### src/rtl/seq_mult_param.sv
// seq_mult_param: shift-add multiplier, signed/unsigned, early exit once multiplier bits run out
module seq_mult_param #(
  parameter int W = 8
) (
  input  logic           clk,
  input  logic           rst_n,
  input  logic           in_valid,
  output logic           in_ready,
  input  logic           signed_mode,
  input  logic [W-1:0]   in1,
  input  logic [W-1:0]   in2,
  output logic           out_valid,
  input  logic           out_ready,
  output logic [2*W-1:0] out,
  output logic           busy
);
  typedef enum logic [1:0] {IDLE = 2'd0, RUN = 2'd1, DONE = 2'd2} state_t;
  state_t         state_q, state_d;
  logic [W-1:0]   m_q, m_d;
  logic [2*W-1:0] s_q, s_d, acc_q, acc_d, out_q, out_d;
  logic           neg_q, neg_d;
  logic [W-1:0]   mag1, mag2;
  // -2^(W-1) negates to 2^(W-1), which still fits as an unsigned W-bit magnitude
  assign mag1 = (signed_mode && in1[W-1]) ? -in1 : in1;
  assign mag2 = (signed_mode && in2[W-1]) ? -in2 : in2;
  assign in_ready  = state_q == IDLE;
  assign out_valid = state_q == DONE;
  assign busy      = state_q == RUN || state_q == DONE;
  assign out       = out_q;
  always_comb begin
    state_d = state_q;
    m_d     = m_q;
    s_d     = s_q;
    acc_d   = acc_q;
    neg_d   = neg_q;
    out_d   = out_q;
    case (state_q)
      IDLE: if (in_valid) begin
        m_d     = mag1;
        s_d     = {{W{1'b0}}, mag2};
        neg_d   = signed_mode && (in1[W-1] ^ in2[W-1]);
        acc_d   = '0;
        state_d = RUN;
      end
      RUN: if (m_q != '0) begin
        acc_d = m_q[0] ? acc_q + s_q : acc_q;
        m_d   = m_q >> 1;
        s_d   = s_q << 1;
      end else begin
        out_d   = neg_q ? -acc_q : acc_q;
        state_d = DONE;
      end
      DONE: state_d = out_ready ? IDLE : DONE;
      default: state_d = IDLE;
    endcase
  end
  always_ff @(posedge clk or negedge rst_n) begin
    if (!rst_n) begin
      state_q <= IDLE;
      m_q     <= '0;
      s_q     <= '0;
      acc_q   <= '0;
      neg_q   <= 1'b0;
      out_q   <= '0;
    end else begin
      state_q <= state_d;
      m_q     <= m_d;
      s_q     <= s_d;
      acc_q   <= acc_d;
      neg_q   <= neg_d;
      out_q   <= out_d;
    end
  end
endmodule

### config.mk
export PLATFORM = sky130hd
export DESIGN_NAME = seq_mult_param
export DESIGN_NICKNAME = d
export VERILOG_FILES = /design/src/rtl/seq_mult_param.sv
export SDC_FILE = /design/constraint.sdc
export NUM_CORES = 1
export LEC_CHECK = 0
export BUFFER_PORTS_ARGS = -buffer_cell sky130_fd_sc_hd__buf_4
export CORE_UTILIZATION = 40
export DETAILED_ROUTE_END_ITERATION = 10
export GPL_ROUTABILITY_DRIVEN = 0
export GPL_TIMING_DRIVEN = 0
export PLACE_DENSITY_LB_ADDON = 0.2
export SLEW_MARGIN = 5
export SYNTH_ARGS = -nofsm -noshare
export SYNTH_HDL_FRONTEND = slang
export SYNTH_SLANG_ARGS = --single-unit
export TNS_END_PERCENT = 100
### constraint.sdc
create_clock -name clk -period 2.3 [get_ports clk]
set_input_delay 0.46 -clock clk [delete_from_list [all_inputs] [get_ports clk]]
set_output_delay 0.46 -clock clk [all_outputs]
set_load 0.01 [all_outputs]
==> results.toml <==
[timing]
finalHoldViolations = 0
worst_pin_slew_ns = 0.752
max_freq_ghz = 0.425
clock_skew_ns = 0.00791
setup-violations-final = 18
fin_ws_ns = -0.0509
fin_crit_sh = 1.02
final_max_slew_viol_count = 0
fin_crit_ns = 2.35
slew_headroom = 0.499
rsz0062_at_grt = "true"

[place]
dp_hpwl_um = 6550
io_buffers = 38
dpl.cell_count = 588

[cts]
cts.sinks = 59
cts_tree = "done"
hold_buffers = 0
htree_levels = 3
clock_latency_ns = 0.35
cts_inserted_buffers = 9
clockBufferDepth = 2
clk_pin_slew_ns = 0.07
cts_root_buf = "clkbuf_8"

[die]
io_pins = 40
rows = 34
coreArea_mm2 = 0.00885
start_util = 0.420
die_area_mm2 = 0.00968
die_w_um = 98.4
die-height_um = 98.4

[cells_and_area]
final_cell_mix = "nand2_1 (72), dfrtp_1 (54), buf_4 (51), o21ai_0 (46), a21oi_1 (30)"
stdcell_count = 616
fillers = 829
antennaDiodeCount = 0
fin_nets = 546
syn_to_final_growth_pct = 26.8
final_common_cell = "nand2_1"
multi_input_area_mm2 = 0.00227
seqCellArea_mm2 = 0.00148
drive_gt1_frac = 0.232

[setup_path]
cp-end-kind = "flop"
start_kind = "flop"
critPathMaxFanout = 8
arrival_ns = 2.60
cp.required_ns = 2.54
critPathKind = "flop to flop"

[global_routing]
met3_usage = 0.0523
grt_start_max_net_pins = 60
grt_pass1_vias = 3222
globalRouteOverflowTotal = 0
antenna_found_initial = 0
grt_use_met1 = 0.242
grt_pass1_wl_um = 15000
grt_util_met2 = 0.333
grt_use_total = 0.197
grt_most_used_layer = "met2"

[run]
max_cap_viol_count = 0

[synthesis]
ys_seq_area_frac = 0.397
yosysUniqueCellTypes = 43
yosys_warnings = 0
netlist_area_mm2 = 0.00371
synth_edf_count = 0
synth-main-ff-cell = "dfrtp_1"
synthCells = 442
syn_nets = 485
avgSynthCellArea_um2 = 8.40
ys_ff_latch = 59
async_flop_share = 1.00

[power_and_ir_drop]
ir_drop_v = 0.000840
power_density_mw_per_mm2 = 1290
p_total_mw = 6.06
leakagePower_nw = 2.12

[min_path]
min_path_type = "input pin to async pin"

[status]
status = "finished with violations"
violations = "negative setup slack"

[route]
antenna_left = 0
dr.pass1.iters = 6
drt_iter0_markers = 122
routed_wirelength_um = 8980
viasPerCell = 5.32
num_vias = 3276
wl_per_cell_um = 14.6
drc = 0
==> registers in the layout (all words and copies together) (netlist names) <==
register  flops
s_q          16
out          16
state_q       2
acc_q        16
neg_q         1
m_q           8
==> critical path, stage by stage (launching register included) <==
cell and delay, ns:
dfrtp_1 0.40, or4_4 0.52, or4_4 0.42, or3_4 0.41, nand2_4 0.09, buf_8 0.14
buf_6 0.14, nand2_4 0.06, o31ai_4 0.06
==> metrics by stage <==
step / setup slack [ns] / hold slack, ns / TNS (ns) / utilization / cell area, um^2
floorplan: 0.0775 / 0.164 / 0 / - / 3710
global placement: -0.181 / 0.464 / -4.45 / 0.467 / 4140
detailed placement: -0.222 / 0.473 / -4.95 / 0.467 / 4140
CTS: -0.0996 / 0.208 / -2.37 / 0.514 / 4550
global route: -0.100 / 0.219 / -1.91 / 0.532 / 4710
finish: -0.0509 / 0.166 / -0.357 / 0.532 / 4710
==> final timing paths <==
path / slack (ns) / start / cells past startpoint / endpoint
worst max-delay path: -0.05 / m_q[6] / 8 / s_q[0]
worst min-delay path: 0.17 / rst_n / 1 / out[3]
worst max register to register: -0.05 / m_q[6] / 8 / s_q[0]
worst min register to register: 0.48 / out[4] / 2 / out[4]
max in group asynchronous: 1.57 / rst_n / 1 / s_q[1]
min in group clk: 0.41 / in_valid / 3 / state_q[0]
==> power by group <==
| group | switching (mW) | internal (mW) | leakage (nW) | total, mW |
|---|---|---|---|---|
| Combinational | 1.66 | 1.41 | 1.20 | 3.07 |
| Sequential | 0.362 | 1.38 | 0.785 | 1.74 |
| Clock | 0.414 | 0.829 | 0.128 | 1.24 |
==> metal layers <==
| layer | vias up | routed length [um] | part of all wire |
|---|---|---|---|
| li1 | 1679 | - | - |
| met1 | 1510 | 4130 | 0.46 |
| met2 | 66 | 4300 | 0.48 |
| met3 | 21 | 361 | 0.040 |
| met4 | 0 | 190 | 0.021 |
| met5 | - | 0 | 0 |
==> cells by family (layout without fill, tap and decap cells) <==
kind of cell | count (synthesis) | after routing | synth area share
buf+inv | 32 | 98 | 0.0404
fa+ha+maj | 22 | 22 | 0.0761
xor+xnor | 29 | 29 | 0.0684
compound gates | 138 | 138 | 0.212
simple gates | 158 | 158 | 0.195
flops | 59 | 59 | 0.397
mux | 4 | 4 | 0.0108
==> area by class of cell <==
class,count,area share
Multi-Input combinational cell,351,0.483
Sequential cell,59,0.315
Clock inverter,5,0.0266
Buffer,16,0.0226
Clock buffer,11,0.0279
Inverter,15,0.0120
Timing Repair Buffer,51,0.0850
Tap cell,108,0.0287
==> repair_timing <==
action / in CTS / in global routing
gates resized for setup: 27 / 45
cloned: 1 / 1
endpoints found under the setup margin: 50 / 52
buffers inserted: 8 / 3
pin swaps: 5 / 12
==> Yosys cell counts, types with 4 or more instances <==
| cell type | instances | area (um^2) |
|---|---|---|
| nand2_1 | 85 | 319 |
| dfrtp_1 | 59 | 1480 |
| o21ai_0 | 54 | 270 |
| a21oi_1 | 32 | 160 |
| nor2_1 | 23 | 86.3 |
| ha_1 | 21 | 263 |
| xnor2_1 | 16 | 140 |
| inv_1 | 14 | 52.6 |
| o21ai_1 | 14 | 70.1 |
| xor2_1 | 13 | 114 |
| clkbuf_1 | 10 | 37.5 |
| o31ai_1 | 10 | 75.1 |
| nand3_1 | 8 | 40.0 |
| nor3_1 | 8 | 40.0 |
| or3_1 | 8 | 50.1 |
| a21o_1 | 7 | 52.6 |
| a31oi_1 | 5 | 31.3 |
| mux2i_1 | 4 | 40.0 |
| nand2b_1 | 4 | 25.0 |
| nor2b_1 | 4 | 25.0 |
| nor3b_1 | 4 | 30.0 |
| or4_1 | 4 | 30.0 |
Power figures use the tool's default switching activity.
